===== src/rtl/fp_sched_pkg.sv =====
`default_nettype none
// ============================================================================
//  Module      : fp_sched_pkg
//  Description : Shared types and constants for the FP32 adder scheduler.
//                tag_t travels down the tag pipe alongside each issued op.
//                Its id field is sized for the largest supported requester
//                count. Users place the real id in the low bits.
//  Revision    : 1.0 - initial release
// ============================================================================
package fp_sched_pkg;

    // Upper bound on requester id width carried in a tag.
    localparam int MAX_ID_W = 8;

    typedef struct packed {
        logic                vld;
        logic [MAX_ID_W-1:0] id;
    } tag_t;

    localparam logic OP_ADD = 1'b0;
    localparam logic OP_SUB = 1'b1;

    localparam int FP_SIGN_BIT = 31;

endpackage
`default_nettype wire


===== src/rtl/rr_arbiter.sv =====
`default_nettype none
// ============================================================================
//  Module      : rr_arbiter
//  Description : Purely combinational round-robin arbiter. Scans the request
//                vector starting at ptr and wrapping modulo N. Grants the
//                first active requester. The pointer register is kept by
//                the caller.
//  Ports       : req     [N-1:0]    request vector
//                ptr     [ID_W-1:0] highest-priority id this cycle
//                gnt     [N-1:0]    one-hot grant
//                gnt_id  [ID_W-1:0] index of the granted requester
//                any_gnt            a grant was issued
//  Revision    : 1.0 - initial release
// ============================================================================
module rr_arbiter #(
    parameter int N    = 4,
    parameter int ID_W = 2
) (
    input  logic [N-1:0]    req,
    input  logic [ID_W-1:0] ptr,
    output logic [N-1:0]    gnt,
    output logic [ID_W-1:0] gnt_id,
    output logic            any_gnt
);

    int              w_idx;
    logic [ID_W-1:0] w_idx_v;

    always_comb begin
        gnt     = '0;
        gnt_id  = '0;
        any_gnt = 1'b0;
        w_idx   = 0;
        w_idx_v = '0;
        for (int off = 0; off < N; off++) begin
            // Modular wrap done explicitly so non-power-of-two N works.
            w_idx = int'(ptr) + off;
            if (w_idx >= N) begin
                w_idx = w_idx - N;
            end
            w_idx_v = ID_W'(w_idx);
            if (!any_gnt && req[w_idx_v]) begin
                any_gnt      = 1'b1;
                gnt[w_idx_v] = 1'b1;
                gnt_id       = w_idx_v;
            end
        end
    end

endmodule
`default_nettype wire


===== src/rtl/fp_add_scheduler.sv =====
`default_nettype none
// ============================================================================
//  Module      : fp_add_scheduler
//  Description : Shares one fixed-latency, non-stallable pipelined FP32
//                adder among NUM_REQ requesters. A round-robin arbiter issues
//                at most one op per cycle. Subtract is formed by flipping
//                the sign of b. A tag shift register routes each adder result
//                back to the requester that issued it.
//  Ports       : clk, reset (sync, active-high; also resets the adder)
//                req_valid/req_op/req_a/req_b   requester side (packed)
//                req_ready                      one-hot grant
//                resp_valid/resp_data           one-cycle result pulse
//                add_a/add_b/add_result         shared adder interface
//                in_flight                      ops issued, not yet returned
//                busy                           any request or op in flight
//  Revision    : 1.0 - initial release
// ============================================================================
module fp_add_scheduler
    import fp_sched_pkg::*;
#(
    parameter int NUM_REQ = 4,
    parameter int WIDTH   = 32,
    parameter int LATENCY = 3
) (
    input  logic                         clk,
    input  logic                         reset,
    input  logic [NUM_REQ-1:0]           req_valid,
    input  logic [NUM_REQ-1:0]           req_op,
    input  logic [NUM_REQ*WIDTH-1:0]     req_a,
    input  logic [NUM_REQ*WIDTH-1:0]     req_b,
    output logic [NUM_REQ-1:0]           req_ready,
    output logic [NUM_REQ-1:0]           resp_valid,
    output logic [WIDTH-1:0]             resp_data,
    output logic [WIDTH-1:0]             add_a,
    output logic [WIDTH-1:0]             add_b,
    input  logic [WIDTH-1:0]             add_result,
    output logic [$clog2(LATENCY+1)-1:0] in_flight,
    output logic                         busy
);

    localparam int ID_W  = $clog2(NUM_REQ);
    localparam int CNT_W = $clog2(LATENCY+1);
    localparam logic [WIDTH-1:0] SIGN_MASK = {1'b1, {(WIDTH-1){1'b0}}};

    logic [ID_W-1:0]    r_ptr;
    logic [NUM_REQ-1:0] w_gnt;
    logic [ID_W-1:0]    w_gnt_id;
    logic               w_any_gnt;
    logic               w_fire;
    tag_t               r_tag [LATENCY];
    logic [CNT_W-1:0]   r_in_flight;

    rr_arbiter #(
        .N    (NUM_REQ),
        .ID_W (ID_W)
    ) u_arb (
        .req     (req_valid),
        .ptr     (r_ptr),
        .gnt     (w_gnt),
        .gnt_id  (w_gnt_id),
        .any_gnt (w_any_gnt)
    );

    // No grants while reset is held. The first issue happens the cycle after release.
    assign w_fire    = w_any_gnt & ~reset;
    assign req_ready = reset ? '0 : w_gnt;

    // Operand mux. It drives zeros when idle so the adder sees a quiet 0+0.
    always_comb begin
        add_a = '0;
        add_b = '0;
        for (int i = 0; i < NUM_REQ; i++) begin
            if (w_fire && w_gnt[i]) begin
                add_a = req_a[i*WIDTH +: WIDTH];
                add_b = req_b[i*WIDTH +: WIDTH] ^
                        ((req_op[i] == OP_SUB) ? SIGN_MASK : '0);
            end
        end
    end

    always_ff @(posedge clk) begin
        if (reset) begin
            r_ptr <= '0;
        end else if (w_fire) begin
            r_ptr <= (w_gnt_id == ID_W'(NUM_REQ-1)) ? '0 : w_gnt_id + 1'b1;
        end
    end

    // Tag pipe mirrors the adder's depth. The tail entry lines up with add_result.
    always_ff @(posedge clk) begin
        if (reset) begin
            for (int k = 0; k < LATENCY; k++) begin
                r_tag[k] <= '0;
            end
        end else begin
            r_tag[0].vld <= w_fire;
            r_tag[0].id  <= MAX_ID_W'(w_gnt_id);
            for (int k = 1; k < LATENCY; k++) begin
                r_tag[k] <= r_tag[k-1];
            end
        end
    end

    always_comb begin
        resp_valid = '0;
        resp_data  = '0;
        if (r_tag[LATENCY-1].vld && !reset) begin
            resp_valid[r_tag[LATENCY-1].id[ID_W-1:0]] = 1'b1;
            resp_data                                  = add_result;
        end
    end

    // Bounded by LATENCY. An issue in the same cycle as a retire cancels out.
    always_ff @(posedge clk) begin
        if (reset) begin
            r_in_flight <= '0;
        end else begin
            case ({w_fire, r_tag[LATENCY-1].vld})
                2'b10:   r_in_flight <= r_in_flight + 1'b1;
                2'b01:   r_in_flight <= r_in_flight - 1'b1;
                default: r_in_flight <= r_in_flight;
            endcase
        end
    end

    assign in_flight = r_in_flight;
    assign busy      = ~reset & ((|req_valid) | (r_in_flight != '0));

endmodule
`default_nettype wire


===== config.mk =====
export PLATFORM = sky130hd
export DESIGN_NAME = fp_add_scheduler
export DESIGN_NICKNAME = d
export VERILOG_FILES = /design/src/rtl/fp_sched_pkg.sv /design/src/rtl/rr_arbiter.sv /design/src/rtl/fp_add_scheduler.sv
export SDC_FILE = /design/constraint.sdc
export NUM_CORES = 1
export LEC_CHECK = 0
export ABC_CLOCK_PERIOD_IN_PS = 11540
export CAP_MARGIN = 30
export CORE_AREA = 2 2 156 158
export DETAILED_ROUTE_END_ITERATION = 12
export DIE_AREA = 0 0 158 160
export GPL_ROUTABILITY_DRIVEN = 0
export GPL_TIMING_DRIVEN = 0
export MAX_ROUTING_LAYER = met4
export PLACE_DENSITY = 0.64
export SETUP_SLACK_MARGIN = 0.15
export SYNTH_ARGS = -nofsm -noshare
export SYNTH_HDL_FRONTEND = slang
export SYNTH_SLANG_ARGS = --single-unit

===== constraint.sdc =====
create_clock -name clk -period 11.54 [get_ports clk]
set_input_delay 2.885 -clock clk [delete_from_list [all_inputs] [get_ports clk]]
set_output_delay 2.885 -clock clk [all_outputs]
set_load 0.03 [all_outputs]

# == Word-level counts from Yosys, hierarchy flattened ==
# Memory sizes are Yosys's and may differ from the RTL's.
# Cells that the tools add are included.
# classes
n_shift,0
n_addsub,10
order_cmp,14
mul,0
bitwise_logic,15
n_reduce_logical,20
div_mod_pow,0
mux,58
eq_ne,3
# ops
cell,n
two-way mux 32 bit,13
XOR 32 bit,4
two-way mux 4 bit,6
two-way mux 2 bit,9
two-way mux 9 bit,2
two-way mux 1 bit,17
less-than comparator 2 x 3 -> 1 bit (second input constant),5
logical AND 1 bit,13
OR 4 bit,3
demux 1 bit (select 2 bit),5
greater-or-equal comparator 2 x 1 -> 1 bit (second input constant),5
subtractor 2 x 1 -> 2 bit (second input constant),5
greater-or-equal comparator 3 bit (second input constant),3
binary-select mux 1 bit (select 2 bit),4
two-way mux 8 bit,1
adder 2 x 2 -> 3 bit (second input constant),2
OR 1 bit,5
adder 2 x 1 -> 2 bit (second input constant),2
equality test 2 bit (second input constant),2
logical NOT 1 bit,4
case mux 2 bit (2 select lines),1
nonzero test 2 bit,2
OR reduction 4 bit,1
adder 2 x 1 -> 3 bit (second input constant),1
4 further kinds,5
# word_totals
inputBits,298
latchBits,0
elab_cells,123
register_bits,4
memories,1
ram_bits,27
mem_bits_ro,0
# memory_table
name,depth,word_bits,read_ports,rd_ports_with_merged_regs,write_ports,line_no,rtl
r_tag,3,9,3,0,3,fp_add_scheduler.sv:50,tag_t r_tag [LATENCY];

# == Logic depth before layout (Yosys ltp) ==
# depth
depth_word,20
mapped_depth,13
ltp_nobuf,9

# == Hierarchy ==
# From an unflattened synthesis, not the netlist that was laid out.
# hier_totals
cells_unflattened,573
area_unflattened_um2,3883.7
# by_module_without_submodules
mod,seq_area_each_um2,cells_each,area_per_inst_um2,instances
fp_add_scheduler,260.2,528,3464.6,1
rr_arbiter,0.0,45,419.2,1

# == Worst setup path after synthesis ==
# No wires, ideal clock.
# synth_timing
kind,input to output
start,input req_valid[0]
end,output add_a[31]
n_path_buf,2
t_arrival_ns,5.074
cell_stages,9
path_slack_ns,3.581
path_cell_list,buf_2 or3b_4 a2111oi_4 o21a_1 o31ai_4 inv_2 buf_6 a311oi_1 o21ai_0
# synth_via
elab_chain_cells,18
word_cells_on_any_way,34
cone_classes,mux (20); bitwise (4); reduce/logical (10)
# synth_rtl
element,line_no,rtl
start: declaration,fp_add_scheduler.sv:27,"input logic [NUM_REQ-1:0] req_valid,"
binary-select mux 1 bit (select 2 bit),rr_arbiter.sv:42,if (!any_gnt && req[w_idx_v]) begin
two-way mux 1 bit (implied by the code),rr_arbiter.sv:42,
two-way mux 1 bit,rr_arbiter.sv:42,
logical NOT 1 bit,rr_arbiter.sv:42,
logical AND 1 bit,rr_arbiter.sv:42,
two-way mux 1 bit,rr_arbiter.sv:42,
logical NOT 1 bit,rr_arbiter.sv:42,
logical AND 1 bit,rr_arbiter.sv:42,
two-way mux 1 bit,rr_arbiter.sv:42,
logical NOT 1 bit,rr_arbiter.sv:42,
logical AND 1 bit,rr_arbiter.sv:42,
two-way mux 1 bit,rr_arbiter.sv:42,
bitwise AND 1 bit,fp_add_scheduler.sv:65,assign w_fire = w_any_gnt & ~reset;
logical AND 1 bit,fp_add_scheduler.sv:73,if (w_fire && w_gnt[i]) begin
two-way mux 32 bit (3 in series),fp_add_scheduler.sv:73,
two-way mux 32 bit *,fp_add_scheduler.sv:73,
end: declaration,fp_add_scheduler.sv:34,"output logic [WIDTH-1:0] add_a,"
# Mark *: on every way between the ends. The rest lies on a longest branch, timed or not. The select of a mux whose other input is x is not followed.

# == Final worst setup path ==
# layout_timing
start,input req_valid[1]
end,output add_b[30]
# layout_via
elab_chain_cells,18
word_cells_on_any_way,34
cone_classes,mux (20); bitwise (4); reduce/logical (10)
# layout_rtl
element,line_no,rtl
binary-select mux 1 bit (select 2 bit),rr_arbiter.sv:42,
two-way mux 1 bit (implied by the code),rr_arbiter.sv:42,
two-way mux 1 bit,rr_arbiter.sv:42,
logical NOT 1 bit,rr_arbiter.sv:42,
logical AND 1 bit,rr_arbiter.sv:42,
two-way mux 1 bit,rr_arbiter.sv:42,
logical NOT 1 bit,rr_arbiter.sv:42,
logical AND 1 bit,rr_arbiter.sv:42,
two-way mux 1 bit,rr_arbiter.sv:42,
logical NOT 1 bit,rr_arbiter.sv:42,
logical AND 1 bit,rr_arbiter.sv:42,
two-way mux 1 bit,rr_arbiter.sv:42,
bitwise AND 1 bit,fp_add_scheduler.sv:65,
logical AND 1 bit,fp_add_scheduler.sv:73,
two-way mux 32 bit (3 in series),fp_add_scheduler.sv:73,
two-way mux 32 bit *,fp_add_scheduler.sv:73,
end: declaration,fp_add_scheduler.sv:35,"output logic [WIDTH-1:0] add_b,"
# Marked as above.

==> results.rst <==
.. list-table::
   :header-rows: 1

   * - Metric
     - Value
   * - Reg-to-reg critical path endpoint
     - r_ptr[1]
   * - Number of endpoints with negative hold slack in the final report
     - 0
   * - Post-route DRC violation count
     - 0
   * - Clock net sink count
     - 13
   * - Area of the placeable core
     - 23,800 um2
   * - Kind of launch point of the worst setup path
     - input pin
   * - Number of distinct library cells after synthesis
     - 54
   * - Clock tree skew after final layout
     - 2.17 ps
   * - Post-synth ARST share
     - 0%
   * - Number of buffers created by CTS
     - 3
   * - Arrival time of the worst setup path
     - 6730 ps
   * - Cell Pwr Density
     - 217 nW/um2
   * - CTS tree
     - yes
   * - Transition time of the tightest slew-check pin
     - 969 ps
   * - Endpoint kind of the worst setup timing path
     - output port
   * - Critical Path RT
     - 8660 ps
   * - Count of buffers inserted at the top-level ports
     - 403
   * - Total iterations of the first detailed-routing run
     - 5
   * - Max_cap viols
     - 0
   * - Synth warn
     - 0
   * - Peak VDD IR
     - 0.160 mV
   * - Post-synthesis average cell area
     - 6.36 um2
   * - Pin count of the biggest net entering global routing
     - 11
   * - Routed wire length per instance
     - 20.0 um
   * - Cell row count
     - 57
   * - Detail-routed via count per cell
     - 5.15
   * - Total Negative Setup Slacks
     - 0 ps
   * - Die height
     - 160 um
   * - Overall overflow remaining after global route
     - 0
   * - Post-cts gate resize count
     - 0
   * - Dpl cell area
     - 8920 um2
   * - Top flip-flop cell by instance count after synthesis
     - sky130_fd_sc_hd__dfxtp_1
   * - Total via count in the routed design
     - 7,388
   * - Power spent charging and discharging nets
     - 1140 uW
   * - Crit Path Max Fanout
     - 10
   * - Post-route antenna net violation count
     - 0
   * - Type of the setup path with the least slack
     - in -> out
   * - Crit share post-route
     - 83.3%
   * - Half-perimeter wire length after detailed placement
     - 23,000 um
   * - Floorplan die width
     - 158 um
   * - Switching share of power
     - 58.4%
   * - Worst reg2reg setup slack
     - 8550 ps
   * - Wire length of the first global-routing pass
     - 41,900 um
   * - Vias in the first global route
     - 7,348
   * - Number of H-tree branching levels
     - 1
   * - Cells after Synth
     - 704
   * - Max Buffers Root-to-Sink
     - 2
   * - Number of primary I/O pins
     - 405
   * - Highest-count cells in the layout ignoring fill and taps
     - sky130_fd_sc_hd__clkdlybuf4s50_1 (403), sky130_fd_sc_hd__o21ai_0 (134), sky130_fd_sc_hd__nand2_1 (72)
   * - Hold path cells
     - 1
   * - Number of enable-type register cells in the synthesized netlist
     - 0
   * - Number of antenna violations at the first check in global routing
     - 0
   * - Sequential-to-total area share from yosys stat
     - 5.81%
   * - Final cell area excluding filler cells
     - 9000 um2
   * - Relative contribution of the clock network to total power
     - 3.3%
   * - Worst hold start
     - r_tag[0][10]
   * - Synth-to-Final Area Change
     - 101%
   * - Flip-flop and latch count after synthesis
     - 13
   * - Status
     - complete, no violations
   * - Leakage power total
     - 0.00297 uW
   * - Class of the tightest hold or removal check
     - reg -> reg
   * - Wirelength, routed
     - 28,700 um
   * - Most common library cell in the layout ignoring fill and taps
     - sky130_fd_sc_hd__clkdlybuf4s50_1
   * - Worst-Skew Late Latency
     - 240 ps
   * - Fraction of layout instances using a drive strength above 1
     - 6.84%
   * - Unrepaired setup endpoints after global routing
     - no
   * - Worst Hold Path EP
     - r_tag[0][19]
   * - Count of cells along the worst register-to-register path
     - 9
   * - Final hold slack
     - 428 ps
   * - Hold-fix buffer count after cts
     - 0
   * - Sequential share of power
     - 3.3%
   * - Post-CTS Setup Bufs
     - 0
   * - Initial core utilization
     - 18.8%
   * - Antenna diodes
     - 0
   * - Layout Nets
     - 1,419
   * - First-iteration detailed-routing DRC count
     - 461
   * - Netlist Area Pre-Place
     - 4480 um2
   * - Total of endpoints with negative setup slack in the final report
     - 0
   * - Post-Synthesis Net Count
     - 1,011
   * - Area enclosed by the die boundary
     - 25,300 um2
   * - Total internal power
     - 812 uW
   * - Rel. slew slack
     - 35.4%
   * - Logic pwr share
     - 93.4%
   * - Max Clk Rate
     - 0.104 GHz
   * - Clock-pin slew reported for the worst setup and hold paths after clock tree synthesis
     - 40 ps
   * - Post-route minimum period
     - 9620 ps
   * - Master cell of the clock root buffer
     - sky130_fd_sc_hd__clkbuf_16
   * - Overall fraction of global-route tracks in use
     - 21.7%
   * - Final count of pins violating max slew
     - 0
==> kinds of logic after synthesis <==
logic type                 share of synthesized area, %
adders and majority gates                          2.51
DFF                                                5.81
and+or+nand+nor                                    22.9
xor gates and xnor gates                           1.56
buffers and inverters                              12.1
AOI/OAI and AO/OA                                  52.7
muxes                                              2.43
==> power by group through the flow <==
stage | Combinational (uW) | Clock, uW | Sequential [uW]
6_report | 1820 | 63.8 | 65.0
5_1_grt | 1950 | 67.4 | 66.9
4_1_cts | 1830 | 64.8 | 65.1
3_5_place_dp | 1820 | 0 | 65.4
3_3_place_gp | 1820 | 0 | 65.5
2_1_floorplan | 1080 | 0 | 64.2
==> per-stage QoR <==
| stage | setup slack [ps] | utilization, % | power [uW] | instances |
|---|---|---|---|---|
| global route | 1720 | 37.8 | 2080 | 1435 |
| finish | 1920 | 37.8 | 1950 | 1435 |
| detailed placement | 1890 | 37.4 | 1890 | 1431 |
| CTS | 1830 | 37.8 | 1960 | 1435 |
| global placement | 1900 | 37.4 | 1880 | 1431 |
| floorplan | 3580 | - | 1140 | 704 |
==> critical path, stage by stage <==
cell and delay, ps:
sky130_fd_sc_hd__clkdlybuf4s50_1 460, sky130_fd_sc_hd__buf_6 170, sky130_fd_sc_hd__mux4_2 490, sky130_fd_sc_hd__buf_2 210, sky130_fd_sc_hd__nand2_1 80, sky130_fd_sc_hd__a31o_2 180
sky130_fd_sc_hd__clkbuf_1 730, sky130_fd_sc_hd__clkbuf_1 360, sky130_fd_sc_hd__o21ai_0 150, sky130_fd_sc_hd__o21ai_1 280, sky130_fd_sc_hd__clkdlybuf4s50_1 730
==> how the worst max path moves through the flow <==
stage / startpoint / to / cells after the start
2_1_floorplan: req_valid[0] / add_a[31] / 9
3_3_place_gp: req_valid[1] / add_b[30] / 11
3_5_place_dp: req_valid[1] / add_b[10] / 11
4_1_cts: req_valid[1] / add_b[30] / 11
5_1_grt: req_valid[2] / add_b[30] / 11
6_report: req_valid[1] / add_b[30] / 11
==> final cells by class <==
type / instances / area [um2]
clock buffer: 4 / 78.8
multi-input combinational: 583 / 3680
sequential: 13 / 260
inverter: 8 / 30.0
tap: 324 / 405
buffer: 100 / 512
fill: 2612 / 14800
timing repair buffer: 403 / 4030
==> per-layer routing <==
metal  track usage, %  vias to the layer above  routed length, um
li1                 -                     3575                  -
met1             26.8                     3435              12000
met2             38.3                      360              14100
met3             3.04                       18               2280
met4             2.46                        0                297
met5                -                        -                  0
==> cell usage after synthesis (7+ instances only) <==
| master | instances | share of area, % |
|---|---|---|
| sky130_fd_sc_hd__nor2b_1 | 10 | 1.4 |
| sky130_fd_sc_hd__buf_4 | 8 | 1.3 |
| sky130_fd_sc_hd__o21ai_0 | 134 | 15 |
| sky130_fd_sc_hd__buf_6 | 7 | 1.8 |
| sky130_fd_sc_hd__dfxtp_1 | 13 | 5.8 |
| sky130_fd_sc_hd__nand3_1 | 64 | 7.1 |
| sky130_fd_sc_hd__nor2_1 | 8 | 0.67 |
| sky130_fd_sc_hd__o21ai_1 | 62 | 6.9 |
| sky130_fd_sc_hd__a311oi_1 | 63 | 12 |
| sky130_fd_sc_hd__clkbuf_1 | 38 | 3.2 |
| sky130_fd_sc_hd__buf_2 | 41 | 4.6 |
| sky130_fd_sc_hd__and2_1 | 33 | 4.6 |
| sky130_fd_sc_hd__o2111ai_1 | 64 | 13 |
| sky130_fd_sc_hd__nand2_1 | 72 | 6.0 |
| sky130_fd_sc_hd__ha_1 | 9 | 2.5 |
==> sequential cells by signal, indices dropped and copies added, names as in the netlist, named ones only <==
register,cells
r_ptr,1
in_flight,2
r_tag,9
Power figures use the tool's default switching activity.
